[src/rtl/ram_pkg.sv]
// rtl/ram_pkg.sv - shared types and helpers for param_sync_ram
// Clear-sweep FSM state encoding and an even-parity helper.
package ram_pkg;

  typedef enum logic {
    CLEAR = 1'b0,
    IDLE  = 1'b1
  } clr_state_e;

  // Widest data word the parity helper accepts; callers zero-extend into it.
  localparam int PAR_MAX_W = 256;

  function automatic logic even_parity(input logic [PAR_MAX_W-1:0] v);
    return ^v;
  endfunction

endpackage

[src/rtl/ram_clear_seq.sv]
// rtl/ram_clear_seq.sv - post-reset clear sweep over every RAM word
// Walks addresses 0..DEPTH-1 once, then reports done until the next reset.
module ram_clear_seq
  import ram_pkg::*;
#(
  parameter int ADDR_W = 8
) (
  input  logic              cl,
  input  logic              rst_n,
  output logic              clr_we,
  output logic [ADDR_W-1:0] clr_ad,
  output logic              done
);

  localparam logic [ADDR_W-1:0] CNT_LAST = {ADDR_W{1'b1}};

  clr_state_e        state_q, state_d;
  logic [ADDR_W-1:0] cnt_q, cnt_d;

  always_ff @(posedge cl or negedge rst_n) begin
    if (!rst_n) begin
      state_q <= CLEAR;
      cnt_q   <= '0;
    end else begin
      state_q <= state_d;
      cnt_q   <= cnt_d;
    end
  end

  // Leave CLEAR by comparing against the last address so the counter never wraps.
  always_comb begin
    state_d = state_q;
    cnt_d   = cnt_q;
    clr_we  = 1'b0;
    clr_ad  = cnt_q;
    done    = (state_q == IDLE);
    case (state_q)
      CLEAR: begin
        clr_we = 1'b1;
        if (cnt_q == CNT_LAST) begin
          state_d = IDLE;
        end else begin
          cnt_d = cnt_q + 1'b1;
        end
      end
      IDLE: begin
        cnt_d = cnt_q;
      end
      default: state_d = CLEAR;
    endcase
  end

endmodule

[src/rtl/param_sync_ram.sv]
// rtl/param_sync_ram.sv - parametrised single-port synchronous RAM with clear sweep
// Optional stored parity and perr output under PARAM_RAM_PARITY_EN.
module param_sync_ram
  import ram_pkg::*;
#(
  parameter int                 DATA_W   = 16,
  parameter int                 ADDR_W   = 8,
  parameter logic [DATA_W-1:0]  INIT_VAL = '0
) (
  input  logic              cl,
  input  logic              rst_n,
  input  logic              st,
  input  logic              ld,
  input  logic [ADDR_W-1:0] ad,
  input  logic [DATA_W-1:0] X,
  output logic [DATA_W-1:0] Y,
  output logic              y_vld,
  output logic              rdy
`ifdef PARAM_RAM_PARITY_EN
  ,
  output logic              perr
`endif
);

  localparam int DEPTH = 2 ** ADDR_W;
`ifdef PARAM_RAM_PARITY_EN
  localparam int WORD_W = DATA_W + 1;
`else
  localparam int WORD_W = DATA_W;
`endif

  logic [WORD_W-1:0] mem_q [DEPTH];

  logic              clr_we;
  logic [ADDR_W-1:0] clr_ad;
  logic              done;

  logic              we;
  logic [ADDR_W-1:0] wad;
  logic [DATA_W-1:0] wdata;
  logic [WORD_W-1:0] wword;
  logic [WORD_W-1:0] rd_word;

  logic [DATA_W-1:0] y_q, y_d;
  logic              y_vld_q, y_vld_d;
  logic              perr_q, perr_d;

  ram_clear_seq #(.ADDR_W(ADDR_W)) u_clear_seq (
    .cl     (cl),
    .rst_n  (rst_n),
    .clr_we (clr_we),
    .clr_ad (clr_ad),
    .done   (done)
  );

  // User strobes only reach the array once the sweep has finished.
  always_comb begin
    we      = clr_we | (done & st);
    wad     = clr_we ? clr_ad : ad;
    wdata   = clr_we ? INIT_VAL : X;
`ifdef PARAM_RAM_PARITY_EN
    wword   = {even_parity(PAR_MAX_W'(wdata)), wdata};
`else
    wword   = wdata;
`endif
    rd_word = mem_q[ad];

    y_d     = y_q;
    y_vld_d = 1'b0;
    perr_d  = 1'b0;
    if (done && ld) begin
      y_vld_d = 1'b1;
      if (st) begin
        // Write-first: the incoming word bypasses the array and is trusted.
        y_d = X;
      end else begin
        y_d = rd_word[DATA_W-1:0];
`ifdef PARAM_RAM_PARITY_EN
        perr_d = rd_word[DATA_W] ^ even_parity(PAR_MAX_W'(rd_word[DATA_W-1:0]));
`endif
      end
    end
  end

  always_ff @(posedge cl) begin
    if (we) begin
      mem_q[wad] <= wword;
    end
  end

  always_ff @(posedge cl or negedge rst_n) begin
    if (!rst_n) begin
      y_q     <= '0;
      y_vld_q <= 1'b0;
      perr_q  <= 1'b0;
    end else begin
      y_q     <= y_d;
      y_vld_q <= y_vld_d;
      perr_q  <= perr_d;
    end
  end

  assign Y     = y_q;
  assign y_vld = y_vld_q;
  assign rdy   = done;
`ifdef PARAM_RAM_PARITY_EN
  assign perr  = perr_q;
`else
  logic unused_perr;
  assign unused_perr = perr_q;
`endif

endmodule
[config.mk]
export PLATFORM = sky130hd
export DESIGN_NAME = param_sync_ram
export DESIGN_NICKNAME = d
export VERILOG_FILES = /design/src/rtl/ram_pkg.sv /design/src/rtl/ram_clear_seq.sv /design/src/rtl/param_sync_ram.sv
export SDC_FILE = /design/constraint.sdc
export NUM_CORES = 2
export LEC_CHECK = 0
export CORE_ASPECT_RATIO = 1.25
export CORE_MARGIN = 4
export CORE_UTILIZATION = 40
export DETAILED_ROUTE_END_ITERATION = 8
export HOLD_SLACK_MARGIN = 0.02
export PLACE_DENSITY_LB_ADDON = 0.2
export REMOVE_ABC_BUFFERS = 1
export SLEW_MARGIN = 15
export SYNTH_ARGS = -nofsm -noshare
export SYNTH_HDL_FRONTEND = slang
export SYNTH_SLANG_ARGS = --single-unit
[constraint.sdc]
create_clock -name cl -period 15.2 [get_ports cl]
set_clock_uncertainty 0.2 [all_clocks]
set_input_delay 4.56 -clock cl [delete_from_list [all_inputs] [get_ports cl]]
set_output_delay 4.56 -clock cl [all_outputs]
set_load 0.03 [all_outputs]
# Word-level counts from Yosys, hierarchy flattened

Memory sizes are Yosys's and may differ from the RTL's. A register that Yosys moved wholly into a read port is not among the register bits.
Index checks and enable logic that the tools add are counted.

Register bits: 10
Bits in writable memories: 4096
Input bits: 28
Output and inout port bits: 18
Logic and storage cells: 23
Memories kept: 1

Add/sub/neg operators: 1
Eq/ne operators: 2
Mux-type cells: 10
Bitwise gates (word level): 3
Reductions and logical operators: 3

Memory list:

| memory | words | width | rd ports | clocked after memory_dff | write ports | line                 | RTL |
|---|---|---|---|---|---|---|---|
| mem_q  | 256   | 16    | 1        | 1                        | 1           | param_sync_ram.sv:32 | `logic [WORD_W-1:0] mem_q [DEPTH];` |

Operators with widths:

| cell                  | number |
|---|---|
| $mux W8               | 3 |
| $mux W16              | 1 |
| $add A8 B1 Y8 const B | 1 |
| $eq A8 B8 Y1 const B  | 1 |
| $mux W1               | 6 |
| $ne A2 B2 Y1 const B  | 1 |
| $reduce_and A2 Y1     | 1 |
| $and A1 B1 Y1         | 1 |
| $logic_and A1 B1 Y1   | 1 |
| $logic_not A1 Y1      | 1 |
| $not A1 Y1            | 1 |
| $or A1 B1 Y1          | 1 |

# Depth between registers and ports, before layout

Word-level depth: 4
Mapped depth: 12
Mapped depth without buffers: 8

# Cells and area by module

A second synthesis with hierarchy kept.

Cells, all modules: 7263
Area, all modules: 158518.3 um^2

Modules (own cells, without submodules):

| module         | instances | cells an instance | area each (um^2) | seq. area each (um^2) |
|---|---|---|---|---|
| param_sync_ram | 1         | 7227              | 158059.1         | 123423.4 |
| ram_clear_seq  | 1         | 36                | 459.2            | 225.2 |

# Worst setup path after synthesis

OpenSTA, ideal clock, no wires.

Kind: input-to-reg
From: input X[0]
To: memory mem_q[0][0] (netlist bit) (data pin)
Library setup time: 0.867 ns
Arrival: 7.787 ns
Data required time: 14.133 ns
Setup slack: 6.346 ns
Cell stages on the path: 1
Buffers on the path: 0
Cell sequence: and2_1

Word-level cells in the longest chain between the ends: 1

RTL lines:

| element     | line                 | RTL |
|---|---|---|
| from (decl) | param_sync_ram.sv:15 | `input logic [DATA_W-1:0] X,` |
| $mux W16    | param_sync_ram.sv:60 | `wdata = clr_we ? INIT_VAL : X;` |
| to (decl)   | param_sync_ram.sv:32 |  |

No other way between the ends.

==> results by group <==
STA
  – Minimum clock period: 8.92 ns
  – RSZ-0062 raised after global routing: no
  – Final setup TNS: 0 ns
  – Slew Limit Fails: 0
  – Tcrit/Tclk final: 58.7%
  – Rel. slew slack: 11.3%
  – Final setup viols: 0
  – Top achievable clock speed: 112 MHz
  – Fin. Hold Viols: 0
  – Least-Margin Pin Slew: 1.32 ns

Yosys
  – Xor and xnor area share after synthesis: 0.0332%
  – Post-synth EDFFs: 4096
  – Synth Area per Inst: 22.0 µm²
  – Adder-Cell Fraction of Synth Area: 0.00790%
  – Yosys reg bits: 4122
  – Post-synth cell types: 53
  – Synth Flop Type: edfxtp_1
  – Complex-gate fraction of the synthesized area: 2.82%
  – Main combinational cell family by area after synthesis: multiplexers
  – Yosys warnings: 0
  – Syn Inst Count: 7197
  – Post-Syn Area: 158000 µm²
  – Share of the yosys chip area belonging to registers: 78.1%
  – Mux cell area share after synthesis: 15.4%
  – Post-synthesis async set-or-reset flop share: 0.631%
  – Simple logic cell fraction of the synthesized area: 2.24%

Floorplan
  – I/O pin cnt: 46
  – Core area: 395000 µm²
  – Die X: 571 µm
  – Die area: 406000 µm²
  – Initial Util: 40.1%
  – Die height: 712 µm
  – Row cnt: 258

Worst setup path
  – WP data arrival: 9.54 ns
  – Crit-path leading delay family: buffers and inverters
  – Crit path launch type: primary input
  – Slowest stage cell, crit path: buf_4
  – Max incr delay on CP: 0.92 ns
  – Crit path buf inv count: 4
  – CP max FO: 82
  – R2r setup slk: 10.38 ns
  – Worst EP required: 15.83 ns
  – Crit path cell chain: buf_16 > buf_12 > buf_12 > buf_4 > mux4_2 > mux2i_1 > a211oi_1 > nor4_1 > o41ai_1
  – Crit end category: flip-flop
  – Most used cell, CP: buf_12
  – Setup CP Type: primary input to flip-flop

Finish
  – Nets: 7669
  – Layout cells sized above 1: 28.2%
  – Design Area, Final: 181000 µm²
  – Area of the multi-input gates: 33100 µm²
  – FF+latch area: 124000 µm²
  – Area delta synth->final: 14.0%
  – Layout fillers: 32800

Power
  – P_leak: 45.1 nW
  – Pwr dens: 127 nW/µm²
  – Power, Total: 0.0230 W
  – Worst vdd ir: 0.118 mV

Detailed routing
  – Routed WL: 450 mm
  – Routed vias: 77100
  – Wire per inst: 34.1 µm
  – Post-route ant nets: 0
  – Initial DRC count: 9009
  – Pre-Repair DR Iteration Count: 9
  – DR vias/cell: 5.84
  – Drt drc: 0

Global routing
  – GR Util All Layers: 21.9%
  – Antenna violations before repair: 15
  – GRT overflow: 0
  – Global-route wire length before repair: 630 mm
  – Vias in the first global route: 78800
  – Largest net degree at the start of global routing: 213

Placed design
  – Placed Area: 167000 µm²
  – Placer congestion estimate: 0.839
  – HPWL Detailed: 271 mm
  – IO Port Bufs: 45

Hold path
  – Min-Delay Path Class: flip-flop to flip-flop

CTS
  – Post-CTS Hold Buffers: 0
  – Number of gates resized after cts: 0
  – CTS tree: done
  – H-Tree Depth: 5
  – Clock Pin Slew Worst Setup and Hold Paths: 0.06 ns
  – Clock Latency Late Sink: 1.00 ns
  – Clock Root Buffer: clkbuf_16
  – Post-CTS Setup Bufs: 0
  – Number of CTS-inserted buffers: 410
  – Max Root-Sink Buffers: 4
  – Clock tree sinks: 4122

Run
  – Max Cap Violations: 0

Run status
  – Status: complete, no violations
[synthesized netlist by cell type, types with 3 or more instances]
cell	number	area, µm²
o21ai_1	10	50.1
o21ai_0	70	350
a221o_1	4	40.0
nand3b_1	15	113
a221oi_1	24	210
a21oi_1	64	320
o31ai_1	6	45.0
or2_2	5	31.3
a22oi_1	52	390
dfrtp_1	26	651
o22ai_1	202	1260
nor4_1	40	250
a22o_1	12	105
and3_1	17	106
o32ai_1	12	105
o41ai_1	13	114
nand4_1	3	18.8
xnor2_1	5	43.8
o41ai_2	3	48.8
o211ai_1	40	300
nor3_1	84	420
mux2_2	114	1280
inv_1	3	11.3
a211oi_1	72	541
nand3_1	35	175
buf_6	28	315
buf_4	95	713
and2_1	24	150
or3_1	16	100
nand2b_1	27	169
buf_1	20	75.1
o21a_1	16	120
mux2i_1	168	1680
nor2b_1	52	325
nand2_1	99	372
o221ai_1	16	140
nor2_1	331	1240
clkbuf_1	162	608
o22a_1	12	105
mux4_2	948	21400
buf_2	120	601
edfxtp_1	4096	123000
a311oi_1	16	140
a2111oi_0	8	70.1
[registers in the layout, indices dropped and copies added, names as in the netlist]
name,cells
Y,16
mem_q,4096
u_clear_seq.clr_ad,8
u_clear_seq.done,1
y_vld,1
[final cells by class]
cell class | instances | area share [%]
Antenna cell | 7 | 0.00970
Clock buffer | 515 | 5.96
Clock inverter | 249 | 1.46
Inverter | 4 | 0.00831
Multi-Input combinational cell | 2644 | 18.3
Sequential cell | 4122 | 68.5
Tap cell | 5200 | 3.60
Timing Repair Buffer | 458 | 2.15
[worst register-to-register path: stages (launching register included)]
cell and delay, ns:
dfrtp_2 0.34, buf_4 0.50, clkinv_1 0.44, o21ai_1 0.66, nand3_2 0.59, buf_4 0.45
nor2_1 0.89, buf_4 0.37
[power breakdown]
group          switching (W)  internal [W]  total [W]  leakage, nW
clock network        0.00438       0.00575     0.0101         6.48
registers                  0        0.0123     0.0123         28.6
logic               0.000362      0.000176   0.000538         9.94
[layer usage]
metal | track usage (%) | part of all wire [%] | vias to the layer above
li1 | - | - | 31400
met2 | 36.8 | 50 | 2731
met3 | 3.19 | 6.0 | 686
met1 | 28.6 | 39 | 42300
met5 | 0 | 0 | -
met4 | 9.09 | 4.9 | 0
[metrics by stage]
stage | hold slack [ns] | utilization, % | setup slack [ns] | cells
finish | 0.357 | 45.7 | 6.28 | 13200
global route | 0.391 | 45.7 | 5.90 | 13200
CTS | 0.356 | 45.7 | 6.15 | 13200
global placement | 0.346 | 42.2 | 4.77 | 12400
floorplan | 0.297 | - | 6.35 | 6770
detailed placement | 0.338 | 42.3 | 5.10 | 12400
[kinds of logic (layout without fill, tap and decap cells)]
| group | Yosys count | in the layout |
|---|---|---|
| AOI/OAI and AO/OA | 652 | 652 |
| other | 0 | 7 |
| and+or+nand+nor | 755 | 755 |
| buffers and inverters | 431 | 1226 |
| muxes | 1230 | 1230 |
| adders and majority gates | 1 | 1 |
| xor gates and xnor gates | 6 | 6 |
| DFF | 4122 | 4122 |
[worst paths after layout]
| kind | end | cells past startpoint | start |
|---|---|---|---|
| min | u_clear_seq.clr_ad[7] | 1 | u_clear_seq.clr_ad[7] |
| max reg2reg | mem_q[42][13] | 7 | u_clear_seq.done |
| max in group asynchronous | u_clear_seq.done | 1 | rst_n |
| max | Y[7] | 9 | ad[0] |
| min reg2reg | u_clear_seq.clr_ad[7] | 1 | u_clear_seq.clr_ad[7] |
| min in group asynchronous | y_vld | 1 | rst_n |
[placed cells by master (no fill, tap or decap), types with 16 or more instances in the layout]
master and n:
a211oi_1 60, a21oi_1 63, a221oi_1 22, a22oi_1 52, and2_4 16, and3_1 17
buf_12 18, buf_4 380, bufinv_16 41, clkbuf_1 96, clkbuf_16 412, clkdlybuf4s50_1 36
clkinv_1 89, clkinv_2 70, clkinvlp_4 18, dfrtp_1 25, edfxtp_1 4096, mux2_2 114
mux2i_1 166, mux4_2 948, nand2_1 96, nand2b_1 24, nand3_1 19, nand3_2 16
nor2_1 229, nor2_2 72, nor2_4 30, nor2b_1 48, nor3_1 74, nor4_1 34
o211ai_1 40, o21a_1 16, o21ai_0 70, o221ai_1 16, o22ai_1 202, or3_1 16
Power figures use the tool's default switching activity.
